## src/rtl/cva6_cfg_reader_pkg.sv

```systemverilog
// Types, word map and packing helpers for the read-only core configuration table.
// Fields are saturated into fixed 32-bit slots so software sees a stable layout per build.
package cva6_cfg_reader_pkg;

  typedef struct packed {
    logic [31:0] XLEN;
    logic [31:0] VLEN;
    logic [31:0] PLEN;
    logic [31:0] GPLEN;
    logic        RVA;
    logic        RVB;
    logic        RVC;
    logic        RVD;
    logic        RVF;
    logic        RVH;
    logic        RVS;
    logic        RVU;
    logic        RVV;
    logic        RVZCB;
    logic        RVZCMP;
    logic        RVZiCond;
    logic        RVZicntr;
    logic        RVZihpm;
    logic        XF16;
    logic        XF16ALT;
    logic        XF8;
    logic        XFVec;
    logic        CvxifEn;
    logic        ZKN;
    logic        DebugEn;
    logic        MmuPresent;
    logic        SuperscalarEn;
    logic        PerfCounterEn;
    logic [31:0] NrCommitPorts;
    logic [31:0] NrIssuePorts;
    logic [31:0] NrWbPorts;
    logic [31:0] NR_SB_ENTRIES;
    logic [31:0] FLen;
    logic [31:0] IcacheSetAssoc;
    logic [31:0] IcacheIndexWidth;
    logic [31:0] IcacheLineWidth;
    logic [31:0] DcacheSetAssoc;
    logic [31:0] DcacheIndexWidth;
    logic [31:0] DcacheLineWidth;
    logic [31:0] InstrTlbEntries;
    logic [31:0] DataTlbEntries;
    logic [31:0] SharedTlbDepth;
    logic [31:0] PtLevels;
    logic [31:0] RASDepth;
    logic [31:0] BTBEntries;
    logic [31:0] BHTEntries;
    logic [31:0] NrPMPEntries;
    logic [31:0] NrLoadBufEntries;
    logic [31:0] MaxOutstandingStores;
    logic [63:0] DmBaseAddress;
    logic [63:0] HaltAddress;
  } cva6_cfg_t;

  // cv64a6 imafdc sv39 flavour
  localparam cva6_cfg_t CVA6_CFG_DEFAULT = '{
    XLEN: 32'd64, VLEN: 32'd64, PLEN: 32'd56, GPLEN: 32'd41,
    RVA: 1'b1, RVB: 1'b1, RVC: 1'b1, RVD: 1'b1, RVF: 1'b1, RVH: 1'b0,
    RVS: 1'b1, RVU: 1'b1, RVV: 1'b0, RVZCB: 1'b1, RVZCMP: 1'b0,
    RVZiCond: 1'b1, RVZicntr: 1'b1, RVZihpm: 1'b1,
    XF16: 1'b0, XF16ALT: 1'b0, XF8: 1'b0, XFVec: 1'b0,
    CvxifEn: 1'b1, ZKN: 1'b1, DebugEn: 1'b1, MmuPresent: 1'b1,
    SuperscalarEn: 1'b0, PerfCounterEn: 1'b1,
    NrCommitPorts: 32'd2, NrIssuePorts: 32'd1, NrWbPorts: 32'd5,
    NR_SB_ENTRIES: 32'd8, FLen: 32'd64,
    IcacheSetAssoc: 32'd4, IcacheIndexWidth: 32'd12, IcacheLineWidth: 32'd128,
    DcacheSetAssoc: 32'd8, DcacheIndexWidth: 32'd12, DcacheLineWidth: 32'd128,
    InstrTlbEntries: 32'd16, DataTlbEntries: 32'd16, SharedTlbDepth: 32'd64,
    PtLevels: 32'd3,
    RASDepth: 32'd2, BTBEntries: 32'd32, BHTEntries: 32'd128,
    NrPMPEntries: 32'd8, NrLoadBufEntries: 32'd2, MaxOutstandingStores: 32'd7,
    DmBaseAddress: 64'h0000_0000_0000_0000,
    HaltAddress: 64'h0000_0000_0000_0800
  };

  localparam logic [31:0] CFG_MAGIC = 32'hC6A6_0001;

  localparam logic [3:0] CFG_W_MAGIC   = 4'd0;
  localparam logic [3:0] CFG_W_LEN     = 4'd1;
  localparam logic [3:0] CFG_W_EXT     = 4'd2;
  localparam logic [3:0] CFG_W_PORTS   = 4'd3;
  localparam logic [3:0] CFG_W_ICACHE  = 4'd4;
  localparam logic [3:0] CFG_W_DCACHE  = 4'd5;
  localparam logic [3:0] CFG_W_TLB     = 4'd6;
  localparam logic [3:0] CFG_W_BP      = 4'd7;
  localparam logic [3:0] CFG_W_BUF     = 4'd8;
  localparam logic [3:0] CFG_W_DM_LO   = 4'd9;
  localparam logic [3:0] CFG_W_DM_HI   = 4'd10;
  localparam logic [3:0] CFG_W_HALT_LO = 4'd11;
  localparam logic [3:0] CFG_W_HALT_HI = 4'd12;
  localparam logic [3:0] CFG_W_RSVD0   = 4'd13;
  localparam logic [3:0] CFG_W_RSVD1   = 4'd14;
  localparam logic [3:0] CFG_W_CHK     = 4'd15;

  typedef enum logic {
    ST_INIT,
    ST_SERVE
  } cfg_state_e;

  // Clamp v to the largest value representable in w bits.
  function automatic logic [31:0] sat(input logic [31:0] v, input int unsigned w);
    logic [31:0] lim;
    if (w >= 32) return v;
    lim = (32'd1 << w) - 32'd1;
    return (v > lim) ? lim : v;
  endfunction

  function automatic logic cfg_err(input logic [3:0] idx);
    return (idx >= CFG_W_RSVD0) && (idx != CFG_W_CHK);
  endfunction

  // Checksum and reserved slots read as 0 here; the checksum is supplied by the reader.
  function automatic logic [31:0] cfg_word(input cva6_cfg_t c, input logic [3:0] idx);
    logic [31:0] w;
    w = '0;
    case (idx)
      CFG_W_MAGIC:   w = CFG_MAGIC;
      CFG_W_LEN:     w = sat(c.XLEN, 8) | (sat(c.VLEN, 8) << 8)
                       | (sat(c.PLEN, 8) << 16) | (sat(c.GPLEN, 8) << 24);
      CFG_W_EXT:     w = {8'h00, c.PerfCounterEn, c.SuperscalarEn, c.MmuPresent, c.DebugEn,
                          c.ZKN, c.CvxifEn, c.XFVec, c.XF8, c.XF16ALT, c.XF16,
                          c.RVZihpm, c.RVZicntr, c.RVZiCond, c.RVZCMP, c.RVZCB, c.RVV,
                          c.RVU, c.RVS, c.RVH, c.RVF, c.RVD, c.RVC, c.RVB, c.RVA};
      CFG_W_PORTS:   w = sat(c.NrCommitPorts, 4) | (sat(c.NrIssuePorts, 4) << 4)
                       | (sat(c.NrWbPorts, 4) << 8) | (sat(c.NR_SB_ENTRIES, 8) << 12)
                       | (sat(c.FLen, 8) << 20);
      CFG_W_ICACHE:  w = sat(c.IcacheSetAssoc, 8) | (sat(c.IcacheIndexWidth, 8) << 8)
                       | (sat(c.IcacheLineWidth, 16) << 16);
      CFG_W_DCACHE:  w = sat(c.DcacheSetAssoc, 8) | (sat(c.DcacheIndexWidth, 8) << 8)
                       | (sat(c.DcacheLineWidth, 16) << 16);
      CFG_W_TLB:     w = sat(c.InstrTlbEntries, 8) | (sat(c.DataTlbEntries, 8) << 8)
                       | (sat(c.SharedTlbDepth, 8) << 16) | (sat(c.PtLevels, 4) << 24);
      CFG_W_BP:      w = sat(c.RASDepth, 8) | (sat(c.BTBEntries, 8) << 8)
                       | (sat(c.BHTEntries, 16) << 16);
      CFG_W_BUF:     w = sat(c.NrPMPEntries, 8) | (sat(c.NrLoadBufEntries, 8) << 8)
                       | (sat(c.MaxOutstandingStores, 8) << 16);
      CFG_W_DM_LO:   w = c.DmBaseAddress[31:0];
      CFG_W_DM_HI:   w = c.DmBaseAddress[63:32];
      CFG_W_HALT_LO: w = c.HaltAddress[31:0];
      CFG_W_HALT_HI: w = c.HaltAddress[63:32];
      default:       w = '0;
    endcase
    return w;
  endfunction

endpackage

```

## src/rtl/cva6_cfg_reader_if.sv

```systemverilog
// Request/response bundle between a configuration table reader and its requester.
interface cva6_cfg_reader_if #(
  parameter int unsigned AddrW = 4
) ();
  logic             req_valid;
  logic             req_ready;
  logic [AddrW-1:0] req_addr;
  logic             rsp_valid;
  logic             rsp_ready;
  logic [31:0]      rsp_data;
  logic             rsp_err;
  logic             init_done;

  modport master (
    output req_valid, req_addr, rsp_ready,
    input  req_ready, rsp_valid, rsp_data, rsp_err, init_done
  );

  modport slave (
    input  req_valid, req_addr, rsp_ready,
    output req_ready, rsp_valid, rsp_data, rsp_err, init_done
  );
endinterface

```

## src/rtl/cva6_cfg_reader.sv

```systemverilog
// Serves the packed core configuration table; 15-cycle checksum pass after reset, then 1-cycle read latency.
// One-entry response register: a stalled response holds its data and blocks new requests until consumed.
module cva6_cfg_reader
  import cva6_cfg_reader_pkg::*;
#(
  parameter cva6_cfg_t   CVA6Cfg  = CVA6_CFG_DEFAULT,
  parameter int unsigned NumWords = 16
) (
  input  logic                     clk_i,
  input  logic                     rst_i,
  cva6_cfg_reader_if.slave         bus
);

  localparam int unsigned AddrW = $clog2(NumWords);

  cfg_state_e       state_q, state_d;
  logic [AddrW-1:0] idx_q, idx_d;
  logic [31:0]      chk_q, chk_d;
  logic             rsp_valid_q, rsp_valid_d;
  logic [31:0]      rsp_data_q, rsp_data_d;
  logic             rsp_err_q, rsp_err_d;
  logic             req_ready;
  logic             rd_err;

  assign rd_err = cfg_err(bus.req_addr);

  always_comb begin
    state_d     = state_q;
    idx_d       = idx_q;
    chk_d       = chk_q;
    rsp_valid_d = rsp_valid_q;
    rsp_data_d  = rsp_data_q;
    rsp_err_d   = rsp_err_q;
    req_ready   = 1'b0;

    case (state_q)
      ST_INIT: begin
        chk_d = chk_q ^ cfg_word(CVA6Cfg, idx_q);
        idx_d = idx_q + AddrW'(1);
        if (idx_q == CFG_W_RSVD1) state_d = ST_SERVE;
      end
      ST_SERVE: begin
        req_ready = ~rsp_valid_q | bus.rsp_ready;
        if (rsp_valid_q && bus.rsp_ready) rsp_valid_d = 1'b0;
        // A same-cycle consume and accept simply reloads the register.
        if (bus.req_valid && req_ready) begin
          rsp_valid_d = 1'b1;
          rsp_err_d   = rd_err;
          if (rd_err)                         rsp_data_d = '0;
          else if (bus.req_addr == CFG_W_CHK) rsp_data_d = chk_q;
          else                                rsp_data_d = cfg_word(CVA6Cfg, bus.req_addr);
        end
      end
    endcase
  end

  always_ff @(posedge clk_i) begin
    if (rst_i) begin
      state_q     <= ST_INIT;
      idx_q       <= '0;
      chk_q       <= '0;
      rsp_valid_q <= 1'b0;
      rsp_data_q  <= '0;
      rsp_err_q   <= 1'b0;
    end else begin
      state_q     <= state_d;
      idx_q       <= idx_d;
      chk_q       <= chk_d;
      rsp_valid_q <= rsp_valid_d;
      rsp_data_q  <= rsp_data_d;
      rsp_err_q   <= rsp_err_d;
    end
  end

  assign bus.req_ready = req_ready;
  assign bus.rsp_valid = rsp_valid_q;
  assign bus.rsp_data  = rsp_data_q;
  assign bus.rsp_err   = rsp_err_q;
  assign bus.init_done = (state_q == ST_SERVE);

endmodule

```

## src/flat_wrapper.sv

```systemverilog
// flat-port wrapper written by rule: the top's interface ports become plain ports
module cva6_cfg_reader_flat import cva6_cfg_reader_pkg::*;
#(
  parameter cva6_cfg_t   CVA6Cfg  = CVA6_CFG_DEFAULT,
  parameter int unsigned NumWords = 16
)
  (clk_i, rst_i, bus_req_valid, bus_req_addr, bus_rsp_ready, bus_req_ready, bus_rsp_valid, bus_rsp_data, bus_rsp_err, bus_init_done);
  cva6_cfg_reader_if #(.AddrW(4)) bus_i ();
  input  logic clk_i;
  input  logic rst_i;
  input wire logic [$bits(bus_i.req_valid)-1:0] bus_req_valid;
  input wire logic [$bits(bus_i.req_addr)-1:0] bus_req_addr;
  input wire logic [$bits(bus_i.rsp_ready)-1:0] bus_rsp_ready;
  output wire logic [$bits(bus_i.req_ready)-1:0] bus_req_ready;
  output wire logic [$bits(bus_i.rsp_valid)-1:0] bus_rsp_valid;
  output wire logic [$bits(bus_i.rsp_data)-1:0] bus_rsp_data;
  output wire logic [$bits(bus_i.rsp_err)-1:0] bus_rsp_err;
  output wire logic [$bits(bus_i.init_done)-1:0] bus_init_done;
  assign bus_i.req_valid = bus_req_valid;
  assign bus_i.req_addr = bus_req_addr;
  assign bus_i.rsp_ready = bus_rsp_ready;
  assign bus_req_ready = bus_i.req_ready;
  assign bus_rsp_valid = bus_i.rsp_valid;
  assign bus_rsp_data = bus_i.rsp_data;
  assign bus_rsp_err = bus_i.rsp_err;
  assign bus_init_done = bus_i.init_done;
  cva6_cfg_reader #(.CVA6Cfg(CVA6Cfg), .NumWords(NumWords)) u_core (.clk_i(clk_i), .rst_i(rst_i), .bus(bus_i));
endmodule
```

## config.mk

```make
export PLATFORM = sky130hd
export DESIGN_NAME = cva6_cfg_reader_flat
export DESIGN_NICKNAME = d
export VERILOG_FILES = /design/src/rtl/cva6_cfg_reader_pkg.sv /design/src/rtl/cva6_cfg_reader_if.sv /design/src/rtl/cva6_cfg_reader.sv /design/src/flat_wrapper.sv
export SDC_FILE = /design/constraint.sdc
export NUM_CORES = 1
export LEC_CHECK = 0
export CAP_MARGIN = 20
export CORE_MARGIN = 2
export CORE_UTILIZATION = 56
export DETAILED_ROUTE_END_ITERATION = 7
export PLACE_DENSITY = 0.8
export SYNTH_ARGS = -nofsm -noshare
export SYNTH_HDL_FRONTEND = slang
export SYNTH_SLANG_ARGS = --single-unit
export TNS_END_PERCENT = 100
```

## constraint.sdc

```tcl
create_clock -name clk_i -period 4.2 [get_ports clk_i]
set_input_delay 0.84 -clock clk_i [delete_from_list [all_inputs] [get_ports clk_i]]
set_output_delay 0.84 -clock clk_i [all_outputs]
set_load 0.01 [all_outputs]
```

Yosys cells after proc, flatten, opt, wreduce, memory -nomap -nowiden --
Memory sizes are Yosys's and may differ from the RTL's. A register that Yosys moved wholly into a read port is not among the register bits. Index checks and enable logic that the tools add are counted.
Word-level totals: latch bits 0, bits in read-only memories 960, logic and storage cells 32, memories kept 2, RAM bits 0, output and inout bits 36, flip-flop bits (word level) 71, bits of input ports 8
Memory list:
- (no name shown) | words 16, bits a word 30, read ports 1, clocked after Yosys merged registers in 1, wr ports 0, line cva6_cfg_reader_pkg.sv:120 | case (idx)
- (no name shown) | words 16, bits a word 30, read ports 1, clocked after Yosys merged registers in 0, wr ports 0, line cva6_cfg_reader_pkg.sv:120
Cells by class: add/subtract/negate cells 1, equal/unequal tests 3, shift-type cells 0, reduce and logical (&&, ||, !) cells 6, div/mod/pow operators 0, order comparisons 1, multiply operators 0, multiplexer cells 10, bitwise logic cells 3
Operators with widths (count):
- 2-to-1 mux 32 bit | 3
- bitwise XOR 32 bit | 1
- equality test 4 bit, second input constant | 2
- 2-to-1 mux 4 bit | 2
- 2-to-1 mux 1 bit | 5
- adder 4 x 1 -> 4 bit, second input constant | 1
- >= comparator 4 bit, second input constant | 1
- != test 4 bit, second input constant | 1
- AND reduction 2 bit | 2
- logical AND 1 bit | 3
- nonzero test 2 bit | 1
- NOT 1 bit | 1
- bitwise OR 1 bit | 1

Depth between registers and ports, before layout --
Gate-level depths: netlist of the first run.
depth in word-level cells 5, mapped depth 8, gate-level depth less buffers 8

Worst setup path after synthesis of the first run --
No wires, ideal clock.
path kind input -> register, from input rst_i, to register with a tool-made name, path buffers 1, data required time 4080 ps, setup time 120 ps, stages on the path 6, path slack 2154 ps, arrival time 1926 ps, cell sequence buf_2 > nor2b_1 > inv_1 > ha_1 > mux2i_1 > o21ai_1
RTL lines:
- from (decl) | line flat_wrapper.sv:10 | input logic rst_i;

Worst setup path in the final report of the first run --
from input bus_rsp_ready, to output bus_req_ready
Between the ends: cells in the longest elaborated chain, start to end 2
Ends and longest elaborated chain:
- from (decl) | line flat_wrapper.sv:13 | input wire logic [$bits(bus_i.rsp_ready)-1:0] bus_rsp_ready;
- bitwise OR 1 bit | line cva6_cfg_reader.sv:43 | req_ready = ~rsp_valid_q | bus.rsp_ready;
- 2-to-1 mux 1 bit | line cva6_cfg_reader.sv:36 | case (state_q)
- to (decl) | line flat_wrapper.sv:14 | output wire logic [$bits(bus_i.req_ready)-1:0] bus_req_ready;
Every way passes these cells.

==> results of run 1 <==
[metal layers]
| metal | global-route usage | share of wire | vias up |
|---|---|---|---|
| li1 | - | - | 1479 |
| met1 | 0.312 | 0.47 | 1374 |
| met5 | 0 | 0 | - |
| met4 | 0.0671 | 0.014 | 0 |
| met3 | 0.0464 | 0.049 | 7 |
| met2 | 0.358 | 0.47 | 89 |
[kinds of logic after synthesis]
family                   after synthesis  synth area share
XOR/XNOR                              31            0.0701
buffers and inverters                 45            0.0514
multiplexers                           8            0.0249
other                                  1          0.000969
flip-flops                            91             0.471
AND/OR/NAND/NOR                      159             0.190
AO/OA/AOI/OAI                         85             0.144
adder cells (fa/ha/maj)               15            0.0485
[how the worst min path moves through the flow]
stage / from / endpoint / slack (ns)
2_1_floorplan: u_core.chk_q[30]$_SDFFE_PP0N_ / u_core.bus.rsp_data[30]$_SDFFE_PP0P_ / 0.47
3_3_place_gp: u_core.bus.rsp_data[8]$_SDFFE_PP0P_ / u_core.bus.rsp_data[8]$_SDFFE_PP0P_ / 0.44
3_5_place_dp: u_core.bus.rsp_data[22]$_SDFFE_PP0P_ / u_core.bus.rsp_data[22]$_SDFFE_PP0P_ / 0.45
4_1_cts: u_core.bus.rsp_data[22]$_SDFFE_PP0P_ / u_core.bus.rsp_data[22]$_SDFFE_PP0P_ / 0.46
5_1_grt: u_core.bus.rsp_data[22]$_SDFFE_PP0P_ / u_core.bus.rsp_data[22]$_SDFFE_PP0P_ / 0.47
6_report: u_core.bus.rsp_data[22]$_SDFFE_PP0P_ / u_core.bus.rsp_data[22]$_SDFFE_PP0P_ / 0.46
[cell type report]
cell class                 instances  share of cell area
multi-input combinational        300               0.415
sequential                        91               0.407
timing repair buffer              44              0.0957
clock buffer                       9              0.0277
tap                               80              0.0224
clock inverter                     7              0.0204
inverter                          14              0.0118
[through the flow]
stage	power [uW]	area (um2)	setup WS [ns]	std cells	hold slack, ns
after floorplan	1180	3870	2.15	436	0.467
after global placement	1230	4260	1.24	529	0.439
after detailed placement	1230	4260	1.18	529	0.447
after CTS	1870	4470	1.27	545	0.460
after global routing	1940	4470	1.23	545	0.469
final	1860	4470	1.28	545	0.455
[power breakdown]
| part | switching (uW) | internal (uW) | total, uW |
|---|---|---|---|
| clock | 306 | 334 | 640 |
| combinational | 115 | 112 | 227 |
| sequential | 48.9 | 941 | 990 |
| total | 470 | 1390 | 1860 |
[placed cells by master, fill, tap and decap left out, types with 3 or more instances in the layout]
master           instances
mux2i_1                  6
a21o_1                   9
nand3_1                  8
o211ai_1                10
clkbuf_8                 9
ha_1                    15
o2bb2ai_1                4
clkinv_2                 3
clkdlybuf4s50_1         40
and3_1                   5
a311oi_1                 4
o21ai_0                  4
dfxtp_1                 91
xnor2_1                 31
nor2_1                  49
a21oi_1                 35
buf_4                    3
a31oi_1                  4
nor2b_1                 28
inv_1                   12
nand2_1                 54
and2_1                   4
[worst max-delay path, stage by stage]
cell	delay (ns)
clkdlybuf4s50_1	0.45
nand2b_1	0.13
and2_1	0.14
clkdlybuf4s50_1	0.53
==> metrics.md, run 1 <==
| Metric | Value |
|---|---|
| Synth async-reset ratio | `0` |
| Post-synthesis area per instance | `just under 9 um2` |
| Kind of path behind the tightest hold check | `reg -> reg` |
| Worst R2R Start | `u_core.bus.init_done$_SDFF_PP0_` |
| CP required | `approximately 3.4 ns` |
| Clk_lat worst skew | `between 0.3 and 0.4 ns` |
| Post-cts repair resize count | `0` |
| Outcome | `completed` |
| Launching element type of the critical path | `primary input` |
| Number of standard-cell rows in the floorplan | `30` |
| Highest Clock Rate | `between 300 and 400 MHz` |
| Leading area contributor after synthesis | `dfxtp_1` |
| Final Critical Period | `between 2 and 3 ns` |
| Count of routing violations after the opening detailed-route iteration | `~120` |
| Share of synthesized area occupied by flip-flops and latches | `0.471` |
| Power density over the cells | `between 400 and 500 nW/um2` |
| Predominant post-synthesis flop cell | `dfxtp_1` |
| Syn-to-layout area delta | `15.5%` |
| Sequential cell area | `approximately 1800 um2` |
| Number of synthesized register bits | `91` |
| Count of unique library cells instantiated by Yosys | `between 40 and 50` |
| Cell depth of the worst min-delay path | `2` |
| RSZ-0062 raised after global routing | `false` |
| Number of nets in the layout | `between 400 and 500` |
| Final GP Congestion | `roughly 0.92` |
| Worst-path fanout max | `3` |
| Fraction of final layout cells with drive strength greater than 1 | `0.0602` |
| Post-Synthesis Cell Area | `between 3000 and 4000 um2` |
| Most instantiated library cell after synthesis | `dfxtp_1` |
| Count of synthesis-stage warnings from yosys | `0` |
| Worst endpoint data arrival time | `around 2.1 ns` |
| # diodes | `0` |
| Initial standard-cell utilization of the core | `0.573` |
| Post-CTS Setup Inserts | `0` |
| Die area | `between 7000 and 8000 um2` |
| P_leak | `about 0.0017 uW` |
| Post-synth top cells | `dfxtp_1, nand2_1, nor2_1, a21oi_1, xnor2_1` |
| Worst Skew | `~0.007 ns` |
| FF-to-FF path depth | `4` |
| Layout filler cell count | `554` |
| Flop2flop setup slack | `a little under 2 ns` |
| Total global routing track utilization | `0.226` |
| Cells taking the most area after synthesis | `dfxtp_1, xnor2_1, nand2_1, ha_1, nor2_1` |
| Crit path to | `bus_req_ready` |
| Boundary pin count | `44` |
| Share of the clock period used by the worst path after layout | `0.696` |
| Area of the core | `just under 7000 um2` |
| Number of vias in the routed layout | `slightly below 3000` |
| Cell count after synthesis | `435` |
| Number of buffers added on ports | `41` |
| Slew at the pin with the worst max-slew slack | `1.01 ns` |
| Die extent in y | `87.1 um` |
| Number of iterations in the first detailed-routing pass | `4` |
| Portion of synthesized cell area occupied by the leading cell type | `0.471` |
| Sinks on Clock Net | `91` |
| ANT nets after route | `0` |
| Pin count of the biggest net entering global routing | `50` |
| Start point of the critical path | `bus_rsp_ready` |
| Max H-tree Level | `3` |
| Final core utilization | `0.662` |
| Critical path endpoint category | `primary output` |
| Die outline width | `approximately 87 um` |
| Gr ovfl total | `0` |
| WL final | `~8.0 mm` |
| Number of buffers inserted during clock tree synthesis | `9` |
| Quantity of hold-fixing buffers added after cts | `0` |
| Clock Tree Buf Depth | `2` |
| Summed negative setup slack over all endpoints | `0 ns` |
| Max-slew headroom | `0.329` |
| Reported max-cap violation count | `0` |
| Clock transition at the register clock pins on the worst setup and hold paths after CTS | `roughly 0.09 ns` |
| CTS tree | `done` |
| Count of flip-flops with a built-in enable after synthesis | `0` |
| Library cell used as clock root buffer | `clkbuf_8` |
| Global-route wire length before repair | `approximately 13 mm` |
| Total count of hold-check failures in the final report | `0` |
| Count of final setup violators | `0` |
| Max IR drop VDD | `~0.24 mV` |
| Area taken by multi-input logic gates | `about 1900 um2` |
| Routed wire per std cell | `~15 um` |
| Dpl hpwl | `5.63 mm` |
| Antenna violations before repair | `0` |
| Vias in the first global route | `between 2000 and 3000` |
| Endpoint of the worst register-to-register path | `u_core.bus.rsp_err$_SDFFE_PP0P_` |
| Worst Path Class, Setup | `in -> out` |
| Final-report max-slew violation count | `0` |
| DRC violation count after routing | `0` |
| Routed via count divided by cell count | `about 5.4` |
(Power assumes the default switching activity.)
==> run 2: changes to the inputs <==
--- a/config.mk
+++ b/config.mk
@@ -7,9 +7,9 @@
 export LEC_CHECK = 0
 export CAP_MARGIN = 20
 export CORE_MARGIN = 2
-export CORE_UTILIZATION = 56
+export CORE_UTILIZATION = 50
 export DETAILED_ROUTE_END_ITERATION = 7
-export PLACE_DENSITY = 0.8
+export PLACE_DENSITY = 0.75
 export SYNTH_ARGS = -nofsm -noshare
 export SYNTH_HDL_FRONTEND = slang
 export SYNTH_SLANG_ARGS = --single-unit
==> constraint.sdc (replaced) <==
create_clock -name clk_i -period 2.4 [get_ports clk_i]
set_input_delay 0.48 -clock clk_i [delete_from_list [all_inputs] [get_ports clk_i]]
set_output_delay 0.48 -clock clk_i [all_outputs]
set_load 0.01 [all_outputs]
==> run 2 against run 1 <==
Clock skew rose by 0.0024 ns. Final cell count rose by 6.4%. First-iteration DRC count rose by 30%. Count of clock-buffer cells in the layout did not move. Sequential share of layout area fell by 1.2 points. Worst hold slack got worse by 0.064 ns. Core utilization fell by 5.6 points. Clock power rose by 80%. Register-to-register slack got worse by 1.5 ns. Via count rose by 2.0%. Largest cell class unchanged.
==> metrics.md, run 2 (synthesized netlist as in run 1, its figures left out) <==
| Metric | Value |
|---|---|
| Outcome | `completed` |
| Total global routing track utilization | `0.194 (-0.0315)` |
| Critical path endpoint category | `primary output` |
| Commonest non-fill, non-tap cell in the layout | `dfxtp_1` |
| Dpl hpwl | `5.67 mm (+0.82%)` |
| Met3 global-route usage | `0.0337 (-0.0128)` |
| Final GP Congestion | `0.874 (-4.6%)` |
| Slew at the pin with the worst max-slew slack | `0.658 ns (-0.348 ns)` |
| Routed wire per std cell | `13.6 um (-7.1%)` |
| Count of routing violations after the opening detailed-route iteration | `157 (+30%)` |
| Gr ovfl total | `0 (unchanged)` |
| Number of buffers inserted during clock tree synthesis | `9 (unchanged)` |
| Area of the core | `7610 um2 (+13%)` |
| Final Critical Period | `2.23 ns` |
| Library cell used as clock root buffer | `clkbuf_8` |
| Met2 track utilization from global routing | `0.319 (-0.0388)` |
| Number of nets in the layout | `496 (+2.7%)` |
| Met1 Use GR | `0.251 (-0.0611)` |
| CP required | `1.92 ns (-1.44 ns)` |
| Worst Skew | `0.00940 ns (+0.00238 ns)` |
| DRC violation count after routing | `0 (unchanged)` |
| Sinks on Clock Net | `91 (unchanged)` |
| Post-cts repair resize count | `0 (unchanged)` |
| Boundary pin count | `44 (unchanged)` |
| # diodes | `0 (unchanged)` |
| Summed area of non-filler cells in the final layout | `4610 um2 (+3.0%)` |
| Max H-tree Level | `3 (unchanged)` |
| Placed Area | `4380 um2 (+2.9%)` |
| Global-route wire length before repair | `13.1 mm (-2.2%)` |
| Clk_lat worst skew | `0.36 ns (about the same)` |
| Routed via count divided by cell count | `5.19 (-4.1%)` |
| Slowest cell on the critical path | `clkdlybuf4s50_1` |
| Worst path max stage delay | `0.53 ns (about the same)` |
| Number of iterations in the first detailed-routing pass | `4 (unchanged)` |
| Die extent in y | `92.0 um (+5.6%)` |
| Highest-count cells in the layout ignoring fill and taps | `dfxtp_1, nand2_1, nor2_1` |
| P_leak | `0.00180 uW (+3.9%)` |
| Count of final setup violators | `0 (unchanged)` |
| Max IR drop VDD | `0.315 mV (+29%)` |
| Most crowded layer after global routing | `met2` |
| Placed cell count | `564 (+6.6%)` |
| Final cell count without fillers | `580 (+6.4%)` |
| Pin count of the biggest net entering global routing | `64 (+28%)` |
| Layout filler cell count | `681 (+23%)` |
| Vias in the first global route | `2767 (+1.5%)` |
| Clock transition at the register clock pins on the worst setup and hold paths after CTS | `0.09 ns (about the same)` |
| Number of vias in the routed layout | `3009 (+2.0%)` |
| WL final | `7.91 mm (-1.2%)` |
| RSZ-0062 raised after global routing | `false` |
| Max-slew headroom | `0.552 (+0.223)` |
| Final-report max-slew violation count | `0 (unchanged)` |
| Post-CTS Setup Inserts | `0 (unchanged)` |
| Clock Tree Buf Depth | `2 (unchanged)` |
| ANT nets after route | `0 (unchanged)` |
| Number of buffers added on ports | `41 (unchanged)` |
| Reported max-cap violation count | `0 (unchanged)` |
| CTS tree | `done` |
| Summed negative setup slack over all endpoints | `0 ns (unchanged)` |
| Worst Path Class, Setup | `in -> out` |
| Most Frequent Cell on Critical Path | `clkdlybuf4s50_1` |
| Syn-to-layout area delta | `19.0%` |
| Antenna violations before repair | `0 (unchanged)` |
| Kind of path behind the tightest hold check | `in -> reg` |
| Initial standard-cell utilization of the core | `0.509 (-0.0641)` |
| Crit path cell chain | `clkdlybuf4s50_1 > nand2b_1 > and2_1 > clkdlybuf4s50_1` |
| Quantity of hold-fixing buffers added after cts | `0 (unchanged)` |
| Launching element type of the critical path | `primary input` |
| Die outline width | `92.0 um (+5.6%)` |
| Die area | `8460 um2 (+11%)` |
| Worst-path fanout max | `3 (unchanged)` |
| Share of the clock period used by the worst path after layout | `0.930` |
| Worst endpoint data arrival time | `1.75 ns (-0.33 ns)` |
| Number of standard-cell rows in the floorplan | `32 (+6.7%)` |
| Total count of hold-check failures in the final report | `0 (unchanged)` |
| Power density over the cells | `714 nW/um2 (+72%)` |
| Highest Clock Rate | `roughly 450 MHz` |
| Fraction of final layout cells with drive strength greater than 1 | `0.0858 (+0.0256)` |
run 2: cell count changes in the layout (fill, tap and decap cells not counted):
cell,before,now
buf_4,3,16
clkinv_2,3,1
clkinv_4,0,2
clkinvlp_4,1,0
inv_6,1,2
run 2: per-stage QoR:
step                utilization  hold slack (ns)  power, uW  worst slack [ns]
floorplan                     -            0.467       2070             0.697
global placement          0.576            0.440       2160             0.128
detailed placement        0.576            0.448       2170            0.0987
CTS                       0.605            0.388       3310             0.159
global route              0.605            0.419       3430             0.123
finish                    0.605            0.391       3290             0.168
run 2: power breakdown:
group,total [uW],switching (uW),internal [uW]
registers,1730,84.6,1650
clock network,1150,551,595
logic,412,207,206
run 2: final timing paths:
path / startpoint / slack, ns / endpoint / cells past startpoint
setup / recovery: bus_rsp_ready / 0.17 / bus_req_ready / 4
hold / removal: rst_i / 0.39 / u_core.idx_q[0]$_SDFFE_PP0N_ / 2
setup reg to reg: u_core.bus.init_done$_SDFF_PP0_ / 0.42 / flop / 4
hold reg to reg: u_core.bus.rsp_data[27]$_SDFFE_PP0P_ / 0.45 / u_core.bus.rsp_data[27]$_SDFFE_PP0P_ / 2
run 2: routing by layer:
layer,wire length (um),up-vias
met5,0,-
met4,213,0
met2,3610,72
li1,-,1511
met3,335,16
met1,3750,1410
run 2: final cells by class:
| type | instances | area (um2) | share of cell area |
|---|---|---|---|
| clock buffer | 9 | 124 | 0.0269 |
| clock inverter | 7 | 100 | 0.0217 |
| inverter | 14 | 52.6 | 0.0114 |
| multi-input combinational | 300 | 1850 | 0.403 |
| sequential | 91 | 1820 | 0.396 |
| tap | 102 | 128 | 0.0277 |
| timing repair buffer | 57 | 526 | 0.114 |
run 2: worst max-delay path: cells and delay by family:
family                 cells  cell delay [ns]
buffers and inverters      2             0.99
AND/OR/NAND/NOR            2             0.28
==> run 3: changes to the inputs <==
--- a/config.mk
+++ b/config.mk
@@ -9,7 +9,7 @@
 export CORE_MARGIN = 2
 export CORE_UTILIZATION = 50
 export DETAILED_ROUTE_END_ITERATION = 7
-export PLACE_DENSITY = 0.75
+export PLACE_DENSITY = 0.74
 export SYNTH_ARGS = -nofsm -noshare
 export SYNTH_HDL_FRONTEND = slang
 export SYNTH_SLANG_ARGS = --single-unit
==> run 3 against run 2 <==
Clock power fell by 8%. Global-route usage barely moved. Via count fell by 2.9%. Clock skew barely moved. Design area fell by 0.65%. Core utilization fell by 0.39 points. Die area did not move. Routed wire length fell by 2.3%. Sequential cell count did not move. Maximum frequency rose by 0.84%. Largest power group unchanged.
==> metrics.md, run 3 (synthesized netlist as in run 1, its figures left out) <==
| Metric | Value |
|---|---|
| Outcome | `completed` |
| Clock Tree Buf Depth | `2 (unchanged)` |
| Number of vias in the routed layout | `2923 (-2.9%)` |
| Dpl hpwl | `5.48 mm (-3.4%)` |
| Worst endpoint data arrival time | `1.73 ns (-0.02 ns)` |
| Worst-path fanout max | `3 (unchanged)` |
| Commonest non-fill, non-tap cell in the layout | `dfxtp_1` |
| Max-slew headroom | `0.548 (-0.00462)` |
| ANT nets after route | `0 (unchanged)` |
| Launching element type of the critical path | `primary input` |
| Max IR drop VDD | `0.313 mV (-0.45%)` |
| Clk_lat worst skew | `0.36 ns (about the same)` |
| Fraction of final layout cells with drive strength greater than 1 | `0.0779 (-0.00788)` |
| Setup slack after placement | `0.0762 ns (-0.0225 ns)` |
| Flop2flop setup slack | `0.45 ns (+0.03 ns)` |
| Post-CTS Setup Inserts | `0 (unchanged)` |
| Routed wire per std cell | `13.4 um (-1.8%)` |
| Area taken by multi-input logic gates | `1850 um2 (unchanged)` |
| Number of nets in the layout | `493 (-0.60%)` |
| Routed via count divided by cell count | `5.07 (-2.4%)` |
| Gr ovfl total | `0 (unchanged)` |
| Layout filler cell count | `643 (-5.6%)` |
| Number of standard-cell rows in the floorplan | `32 (unchanged)` |
| Area of the core | `7610 um2 (unchanged)` |
| Boundary pin count | `44 (unchanged)` |
| Initial standard-cell utilization of the core | `0.509 (unchanged)` |
| Worst Skew | `0.00960 ns (+0.000191 ns)` |
| Worst R2R Start | `u_core.bus.init_done$_SDFF_PP0_` |
| Global-route wire length before repair | `13.0 mm (-1.1%)` |
| Highest Clock Rate | `452 MHz (+0.84%)` |
| Final cell count without fillers | `577 (-0.52%)` |
| Placed Area | `4370 um2 (-0.23%)` |
| Total global routing track utilization | `0.194 (-0.000271)` |
| Summed area of non-filler cells in the final layout | `4580 um2 (-0.65%)` |
| Number of buffers added on ports | `41 (unchanged)` |
| Post-cts repair resize count | `0 (unchanged)` |
| Count of final setup violators | `0 (unchanged)` |
| Worst-case setup margin in the final layout | `0.187 ns (+0.0187 ns)` |
| Crit path to | `bus_req_ready` |
| Kind of path behind the tightest hold check | `in -> reg` |
| Sequential cell area | `1820 um2 (unchanged)` |
| Critical path endpoint category | `primary output` |
| Number of buffers inserted during clock tree synthesis | `9 (unchanged)` |
| Final core utilization | `0.601 (-0.00395)` |
| DRC violation count after routing | `0 (unchanged)` |
| Count of routing violations after the opening detailed-route iteration | `147 (-6.4%)` |
| Slew at the pin with the worst max-slew slack | `0.665 ns (+0.00679 ns)` |
| # diodes | `0 (unchanged)` |
| Number of iterations in the first detailed-routing pass | `4 (unchanged)` |
| Power density over the cells | `698 nW/um2 (-2.3%)` |
| Highest-count cells in the layout ignoring fill and taps | `dfxtp_1, nand2_1, nor2_1` |
| Sinks on Clock Net | `91 (unchanged)` |
| CP required | `1.92 ns (about the same)` |
| Final GP Congestion | `0.961 (+10%)` |
| Library cell used as clock root buffer | `clkbuf_8` |
| Vias in the first global route | `2668 (-3.6%)` |
| Clock transition at the register clock pins on the worst setup and hold paths after CTS | `0.08 ns (about the same)` |
| Reported max-cap violation count | `0 (unchanged)` |
| Die extent in y | `92.0 um (unchanged)` |
| P_leak | `0.00178 uW (-1.4%)` |
| Start point of the critical path | `bus_rsp_ready` |
| Placed cell count | `561 (-0.53%)` |
| Total count of hold-check failures in the final report | `0 (unchanged)` |
| Summed negative setup slack over all endpoints | `0 ns (unchanged)` |
| Max H-tree Level | `3 (unchanged)` |
| Final Critical Period | `2.21 ns (-0.0187 ns)` |
| Die area | `8460 um2 (unchanged)` |
| Antenna violations before repair | `0 (unchanged)` |
| Syn-to-layout area delta | `18.2%` |
| Worst Path Class, Setup | `in -> out` |
| Final-report max-slew violation count | `0 (unchanged)` |
| FF-to-FF path depth | `4 (unchanged)` |
| Share of the clock period used by the worst path after layout | `0.922 (-0.00778)` |
| WL final | `7.72 mm (-2.3%)` |
| RSZ-0062 raised after global routing | `false` |
| Die outline width | `92.0 um (unchanged)` |
| Pin count of the biggest net entering global routing | `64 (unchanged)` |
| CTS tree | `done` |
| Quantity of hold-fixing buffers added after cts | `0 (unchanged)` |
==> run 3: cell type report <==
class / count / share of cell area
clock buffers: 11 / 0.0309
well taps: 102 / 0.0279
inverters: 14 / 0.0115
flip-flops and latches: 91 / 0.398
repair buffers: 54 / 0.113
multi-input cells: 300 / 0.405
clock inverters: 5 / 0.0137
==> run 3: per-layer routing <==
layer,track usage,up-vias,share of wire
met3,0.0403,19,0.049
met2,0.290,85,0.43
met4,0.0871,0,0.023
met5,0,-,0
met1,0.270,1319,0.50
li1,-,1500,-
==> run 3: how the worst min path moves through the flow <==
stage	endpoint	slack (ns)	cells after the start	from
floorplan	u_core.bus.rsp_data[30]$_SDFFE_PP0P_	0.47	2	u_core.chk_q[30]$_SDFFE_PP0N_
global placement	u_core.bus.rsp_data[16]$_SDFFE_PP0P_	0.44	2	u_core.bus.rsp_data[16]$_SDFFE_PP0P_
detailed placement	u_core.bus.rsp_data[27]$_SDFFE_PP0P_	0.45	2	u_core.bus.rsp_data[27]$_SDFFE_PP0P_
CTS	u_core.idx_q[0]$_SDFFE_PP0N_	0.37	2	rst_i
global route	u_core.bus.init_done$_SDFF_PP0_	0.41	2	rst_i
finish	u_core.idx_q[0]$_SDFFE_PP0N_	0.38	2	rst_i
==> run 3: power by group <==
group	leakage [uW]	internal [uW]	total [uW]	switching, uW
Combinational	0.000938	204	406	202
Clock	0.0000957	514	1060	545
Sequential	0.000745	1650	1730	82.9
==> run 3: worst max-delay path, stage by stage <==
cell             delay, ns
clkdlybuf4s50_1       0.45
nand2b_1              0.13
and2_1                0.14
clkdlybuf4s50_1       0.53
==> run 3: metrics by stage <==
step / power, uW / hold slack (ns)
final: 3190 / 0.383
after global routing: 3350 / 0.413
after CTS: 3220 / 0.366
after detailed placement: 2170 / 0.445
after global placement: 2160 / 0.439
after floorplan: 2070 / 0.467
